File: src/rtl/fetch_sequencer.sv
// Instruction fetch sequencer: drives the ROM address, buffers fetched words
// in a small prefetch FIFO and hands {pc, instr} pairs to decode.
//
// state | meaning
// RUN   | fetching one word per cycle while the FIFO has room
// FAULT | fetch PC was misaligned or past the ROM; fetching halted
module fetch_sequencer #(
    parameter logic [31:0] RESET_PC   = 32'h0000_0000,
    parameter int          IMEM_BYTES = 1024,
    parameter int          FIFO_DEPTH = 2
) (
    input  logic        clk,
    input  logic        rst,
    output logic [31:0] imem_addr,
    input  logic [31:0] imem_data,
    input  logic        redirect_valid,
    input  logic [31:0] redirect_pc,
    output logic        out_valid,
    input  logic        out_ready,
    output logic [31:0] out_instr,
    output logic [31:0] out_pc,
    output logic        fault,
    output logic [31:0] fault_pc
);

    localparam int          AW      = $clog2(FIFO_DEPTH);
    localparam logic [31:0] LAST_PC = 32'(IMEM_BYTES - 4);
    localparam logic [AW:0] DEPTH_C = (AW + 1)'(FIFO_DEPTH);

    typedef enum logic {
        RUN   = 1'b0,
        FAULT = 1'b1
    } state_t;

    state_t        state;
    state_t        state_nxt;
    logic [31:0]   fetch_pc;
    logic [31:0]   fault_pc_q;
    logic [AW-1:0] rd_ptr;
    logic [AW-1:0] wr_ptr;
    logic [AW:0]   count;
    logic [31:0]   fifo_pc    [FIFO_DEPTH];
    logic [31:0]   fifo_instr [FIFO_DEPTH];

    logic pc_legal;
    logic pop;
    logic push;
    logic fault_set;

    // Full 32-bit range compare so high address bits can never alias into the ROM.
    assign pc_legal  = (fetch_pc[1:0] == 2'b00) && (fetch_pc <= LAST_PC);
    assign pop       = out_valid & out_ready;
    assign push      = (state == RUN) && !redirect_valid && pc_legal &&
                       ((count < DEPTH_C) || pop);
    assign fault_set = (state == RUN) && !redirect_valid && !pc_legal;

    assign imem_addr = fetch_pc;
    assign out_valid = (count != '0);
    assign out_instr = out_valid ? fifo_instr[rd_ptr] : 32'h0;
    assign out_pc    = out_valid ? fifo_pc[rd_ptr]    : 32'h0;
    assign fault     = (state == FAULT);
    assign fault_pc  = fault ? fault_pc_q : 32'h0;

    // State register.
    always_ff @(posedge clk) begin
        if (rst) state <= RUN;
        else     state <= state_nxt;
    end

    // Next state: a redirect always restarts fetching, even out of FAULT.
    always_comb begin
        state_nxt = state;
        if (redirect_valid)  state_nxt = RUN;
        else if (fault_set)  state_nxt = FAULT;
    end

    // Fetch PC, FIFO pointers/occupancy and captured fault address.
    always_ff @(posedge clk) begin
        if (rst) begin
            fetch_pc   <= RESET_PC;
            rd_ptr     <= '0;
            wr_ptr     <= '0;
            count      <= '0;
            fault_pc_q <= 32'h0;
        end else if (redirect_valid) begin
            // Flush wins over any pop presented in the same cycle.
            fetch_pc   <= redirect_pc;
            rd_ptr     <= '0;
            wr_ptr     <= '0;
            count      <= '0;
            fault_pc_q <= 32'h0;
        end else begin
            if (push) begin
                wr_ptr   <= wr_ptr + 1'b1;
                fetch_pc <= fetch_pc + 32'd4;
            end
            if (pop) rd_ptr <= rd_ptr + 1'b1;
            case ({push, pop})
                2'b10:   count <= count + 1'b1;
                2'b01:   count <= count - 1'b1;
                default: count <= count;
            endcase
            if (fault_set) fault_pc_q <= fetch_pc;
        end
    end

    // FIFO storage; contents are qualified by count, so no reset is needed.
    always_ff @(posedge clk) begin
        if (push) begin
            fifo_pc[wr_ptr]    <= fetch_pc;
            fifo_instr[wr_ptr] <= imem_data;
        end
    end

endmodule

File: config.mk
export PLATFORM = sky130hd
export DESIGN_NAME = fetch_sequencer
export DESIGN_NICKNAME = d
export VERILOG_FILES = /design/src/rtl/fetch_sequencer.sv
export SDC_FILE = /design/constraint.sdc
export NUM_CORES = 1
export LEC_CHECK = 0
export BUFFER_PORTS_ARGS = -buffer_cell sky130_fd_sc_hd__buf_2
export CAP_MARGIN = 20
export CORE_MARGIN = 2
export CORE_UTILIZATION = 57
export CTS_CLUSTER_DIAMETER = 120
export CTS_CLUSTER_SIZE = 28
export DETAILED_ROUTE_END_ITERATION = 8
export GPL_ROUTABILITY_DRIVEN = 0
export MAX_ROUTING_LAYER = met4
export PLACE_DENSITY = 0.82
export SETUP_SLACK_MARGIN = 0.5
export SLEW_MARGIN = 10
export SYNTH_ARGS = -nofsm -noshare
export SYNTH_HDL_FRONTEND = slang
export SYNTH_SLANG_ARGS = --single-unit
File: constraint.sdc
create_clock -name clk -period 9.95 [get_ports clk]
set_input_delay 0.995 -clock clk [delete_from_list [all_inputs] [get_ports clk]]
set_output_delay 0.995 -clock clk [all_outputs]
set_load 0.01 [all_outputs]
=== After elaboration in Yosys (flattened, before gate mapping) ===
Memory sizes are Yosys's and may differ from the RTL's. A register that Yosys moved wholly into a read port is not among the register bits.
Cells that the tools add are included.

* Input bits: 68
* Flip-flop bits (word level): 69
* Bits in writable memories: 128
* Memories kept: 2
* Word-level logic and storage cells: 44

* $lt $le $gt $ge: 2
* Reduce and logical (&&, ||, !) cells: 13
* Eq/ne operators: 2
* Multiplexer cells: 12
* Bitwise logic cells: 2
* Add/sub/neg operators: 5

{| class="wikitable"
|+ Memory list
! memory !! depth !! bits a word !! read ports !! clocked after memory_dff !! wr ports !! RTL line !! RTL
|-
| fifo_instr || 2 || 32 || 1 || 1 || 1 || 43 || <nowiki>logic [31:0] fifo_instr [FIFO_DEPTH];</nowiki>
|-
| fifo_pc || 2 || 32 || 1 || 1 || 1 || 42 || <nowiki>logic [31:0] fifo_pc [FIFO_DEPTH];</nowiki>
|}

{| class="wikitable"
|+ Operators by type and width
! cell !! number
|-
| $mux W32 || 5
|-
| $add A32 B3 Y32 const B || 1
|-
| $le A32 B10 Y1 const B || 1
|-
| $mux W1 || 6
|-
| $reduce_bool A2 Y1 || 3
|-
| $logic_and A1 B1 Y1 || 5
|-
| $pmux W2 S2 || 1
|-
| $add A1 B1 Y1 const B || 2
|-
| $add A2 B1 Y2 const B || 1
|-
| $eq A2 B1 Y1 const B || 1
|-
| $eq A2 B2 Y1 const B || 1
|-
| $logic_not A1 Y1 || 2
|-
| $logic_not A2 Y1 || 1
|-
| $lt A2 B2 Y1 const B || 1
|-
| $reduce_or A2 Y1 || 1
|-
| $sub A2 B1 Y2 const B || 1
|-
| $and A1 B1 Y1 || 1
|-
| $logic_or A1 B1 Y1 || 1
|-
| $not A1 Y1 || 1
|}

=== Logic depth before layout (Yosys ltp) ===
* Depth after elaboration: 6
* Depth in mapped cells: 8
* Mapped depth without buffers: 7

=== Worst setup path after synthesis ===
Ideal clock, no wire load.

* Kind: in2reg
* Start: in out_ready
* End: mem fifo_instr[0][0], enable pin
* Data required time: 9.464 ns
* Library setup time: 0.486 ns
* Cell stages on the path: 4
* Path slack: 5.300 ns
* Arrival: 4.163 ns
* Cells stage by stage: nand2b_1 and4_2 nand3_1 nor2_1

* Cells in the longest elaborated chain, start to end: 5

{| class="wikitable"
|+ RTL lines
! what !! RTL line !! RTL
|-
| start, declared || 19 || <nowiki>input logic out_ready,</nowiki>
|-
| $and A1 B1 Y1 || 52 || <nowiki>assign pop = out_valid & out_ready;</nowiki>
|-
| $logic_or A1 B1 Y1 || 54 || <nowiki>((count < DEPTH_C) || pop);</nowiki>
|-
| $logic_and A1 B1 Y1 || 53 || <nowiki>assign push = (state == RUN) && !redirect_valid && pc_legal &&</nowiki>
|-
| $mux W1 || 109 || <nowiki>if (push) begin</nowiki>
|-
| $mux W1 (not written as such) || 111 || <nowiki>fifo_instr[wr_ptr] <= imem_data;</nowiki>
|-
| end, declared || 43 ||
|}

Every way passes these cells.

=== Worst setup path in the final report ===
* Start: in redirect_valid
* End: reg count[1]

* Cells in the longest elaborated chain, start to end: 6
* Elaborated cells on any way between the ends: 9
* Classes of those cells: eq/ne: 2; mux: 1; reduce/logical: 6

{| class="wikitable"
|+ RTL lines
! what !! RTL line !! RTL
|-
| start, declared || 16 || <nowiki>input logic redirect_valid,</nowiki>
|-
| $logic_not A1 Y1 || 53 ||
|-
| $logic_and A1 B1 Y1 (3 in a row) || 53 ||
|-
| $eq A2 B1 Y1 or $eq A2 B2 Y1 (tied branches) || 98 || <nowiki>case ({push, pop})</nowiki>
|-
| $pmux W2 S2 or $reduce_bool A2 Y1 (tied branches) || -- ||
|-
| end signal, assigned || 99 || <nowiki>2'b10: count <= count + 1'b1;</nowiki>
|-
| end signal, assigned || 100 || <nowiki>2'b01: count <= count - 1'b1;</nowiki>
|-
| end signal, assigned || 101 || <nowiki>default: count <= count;</nowiki>
|-
| end, declared || 41 || <nowiki>logic [AW:0] count;</nowiki>
|}

Parallel ways exist; a longest one is shown, timed or not.
A chain may end at the register's enable or synchronous reset.

==> flow_summary.json <==
{
  "detail_route.vias_per_cell": 5.447,
  "htree_levels": 4,
  "r2r-start": "imem_addr[17]",
  "routedWlPerCell_um": 17.28,
  "finalHoldWorstSlack_ps": 455.9,
  "timing.slew.headroom_pct": 26.12,
  "synth-seq-area-share_pct": 65.21,
  "first_pass_iters": 5,
  "row_count": 43,
  "synth.distinct_cells": 48,
  "layout.nets": 885,
  "final-max-slew-violation-count": 0,
  "cts.path.max_buffers": 2,
  "drive_above_1_share_pct": 30.31,
  "wl_mm": 17.42,
  "cp.required_ps": 10290,
  "fin_tns_setup_ps": 0,
  "via_count_of_the_first_global_routing_pass": 5240,
  "min-delay-path-class": "flop to flop",
  "ys_seq_elements": 198,
  "remaining_drc_errors": 0,
  "clk_transition_reported_paths_ps": 70,
  "yosysWarnings": 0,
  "setup_viol_count_final": 0,
  "timing.critical_path.from": "redirect_valid",
  "filler_cell_count": 982,
  "cts.hold.buffers_added": 0,
  "grt_pass1_wl_mm": 26.22,
  "worst_skew_pair.late_latency_ps": 420,
  "post_cts_resize_count": 0,
  "detail-route-antenna-nets": 0,
  "cts_tree": "done",
  "multiInputGateArea_mm2": 0.002611,
  "synth_top_cell_by_area": "sky130_fd_sc_hd__edfxtp_1",
  "io-pin-count": 198,
  "crit_path_cell_trace": "buf_2 > clkinv_1 > nand3_1 > ha_1 > or3_1 > a21oi_1",
  "async_set_or_reset_register_ratio_after_synthesis_pct": 0,
  "clk_root_buffer_cell": "sky130_fd_sc_hd__clkbuf_16",
  "cp_slowest_cell": "sky130_fd_sc_hd__buf_2",
  "endpoint": "count[1]",
  "numCtsBuffers": 17,
  "floorplan.die.height_um": 122.8,
  "grt_max_degree": 68,
  "post_synth_net_total": 702,
  "max_freq_mhz": 318.6,
  "synth_area_mm2": 0.008043,
  "core_area_mm2": 0.01383,
  "count_of_input_and_output_buffers": 197,
  "hpwlAfterDp_mm": 11.45,
  "antenna_cells_inserted": 0,
  "synth_top_flop_cell": "sky130_fd_sc_hd__edfxtp_1",
  "dieArea_mm2": 0.01508,
  "instances_no_fill": 1008,
  "synth_area_per_cell_um2": 12.73,
  "fin_worst_skew_ps": 10.97,
  "endpoint_kind": "flop",
  "post-cts-setup-buffers": 0,
  "fin_crit_ps": 3138,
  "number_of_enable_flip_flop_cells_after_synthesis": 128,
  "ff_latch_area_mm2": 0.005249,
  "outcome": "finished, final reports clean",
  "number_of_antenna_violations_at_the_first_check_in_global_routing": 0,
  "max-vdd-ir-drop_mv": 0.1237,
  "worstReg2RegEnd": "fifo_instr[1][21]",
  "dpl-instance-area_mm2": 0.009128,
  "timing.critical_path.slowest_cell_delay_ps": 710,
  "timing.hold.worst.start": "fault_pc_q[30]",
  "classification_of_the_worst_setup_path": "primary input to flop",
  "report.final.hold_viol_count": 0,
  "reg2regPathDepth": 5,
  "p_leak_uw": 0.003888,
  "globalRoute.totalOverflow": 0,
  "critical_path.max_fanout": 34,
  "synthTopCellsByArea": "sky130_fd_sc_hd__edfxtp_1 (48%), sky130_fd_sc_hd__dfxtp_1 (17%), sky130_fd_sc_hd__mux2i_1 (15%)",
  "die_extent_in_x_um": 122.8,
  "synth.cells.most_frequent": "sky130_fd_sc_hd__edfxtp_1 (128), sky130_fd_sc_hd__mux2i_1 (121), sky130_fd_sc_hd__nor2_1 (96)",
  "grt.total_usage_pct": 23.42,
  "worst_setup_path_start_kind": "primary input",
  "post-route-period-util_pct": 31.54,
  "max-cap-violations": 0,
  "numClockSinks": 198,
  "netlist_instances": 632,
  "post-synth-top-area-fraction_pct": 47.79,
  "initial_core_util_pct": 58.17,
  "postLayoutCellArea_mm2": 0.009729,
  "reg2reg_slack_ps": 7090,
  "postLayoutCoreUtil_pct": 70.36,
  "cp_data_arrival_time_ps": 3480,
  "worst_pin_slew_ps": 1108,
  "rsz0062_at_grt": "no",
  "syn_to_final_growth_pct": 20.97,
  "synth_most_common_cell": "sky130_fd_sc_hd__edfxtp_1",
  "route.vias.total": 5491,
  "drt_iter0_drc": 518,
  "power_density_mw_per_mm2": 170.7,
  "numPlacedInstances": 975
}
-- cell type report --
cell class                 count  area share (%)
clock buffer                  21           4.848
inverter                       5          0.1929
multi-input combinational    390           26.84
timing repair buffer         203           10.67
tap                          180           2.315
clock inverter                11           1.183
sequential                   198           53.95
-- cell families after synthesis --
kind of cell	after synthesis	share of synthesized area, %
XOR/XNOR	3	0.3268
adder cells (fa/ha/maj)	2	0.3111
AO/OA/AOI/OAI	27	2.614
AND/OR/NAND/NOR	237	13.78
buffers and inverters	44	2.691
multiplexers	121	15.06
flip-flops	198	65.21
-- flip-flops by register name (all words and copies together), names as in the netlist, named ones only --
| register | count |
|---|---|
| rd_ptr | 1 |
| imem_addr | 32 |
| fault_pc_q | 32 |
| fault | 1 |
| fifo_pc | 64 |
| fifo_instr | 64 |
| wr_ptr | 1 |
| count | 2 |
-- per-stage QoR --
step	setup slack (ps)	total power, uW
5_1_grt	6664	1711
4_1_cts	6786	1668
2_1_floorplan	5300	971.5
3_5_place_dp	6384	1010
6_report	6812	1661
3_3_place_gp	6442	1007
-- report_power, final --
| group | total (uW) | leakage, uW | internal [uW] | switching [uW] |
|---|---|---|---|---|
| clock network | 666 | 0.000286 | 372 | 294 |
| registers | 907 | 0.00171 | 886 | 20.9 |
| logic | 87.5 | 0.00189 | 37.6 | 49.9 |
| total | 1660 | 0.00389 | 1300 | 364 |
-- worst max-delay path, delay by kind of cell --
kind            cells  cell delay (ps)
buf+inv             2             1260
simple gates        2              740
compound gates      1              150
fa+ha+maj           1              320
-- layer usage --
metal | global-route usage, % | share of wire, %
met5 | - | 0
met4 | 7.902 | 1.5
met1 | 32.30 | 44
met3 | 3.810 | 6.7
met2 | 35.64 | 48
-- worst min path at each step --
stage / end / slack (ps) / cells after the start
after global placement: fault_pc_q[23] / 440 / 2
final: fault_pc_q[30] / 460 / 2
after global routing: fault_pc_q[30] / 470 / 2
after detailed placement: fault_pc_q[1] / 440 / 2
after floorplan: fault_pc_q[0] / 430 / 2
after CTS: fault_pc_q[30] / 460 / 2
-- cells in the final DEF, fill, tap and decap left out, drive strengths merged, types with 2 or more instances in the layout --
cell / n
a211o: 2
a21oi: 5
a311o: 2
nor3: 4
o221ai: 3
or3: 3
o21ai: 4
nor2: 96
dfxtp: 70
or2: 2
nand4: 6
mux2i: 121
clkinv: 6
or4: 2
inv: 8
xnor2: 2
and3: 2
nor4: 7
nand3: 6
buf: 203
ha: 2
nand2: 71
and4: 2
clkbuf: 21
and2: 35
a31oi: 4
edfxtp: 128
(Power assumes the default switching activity.)
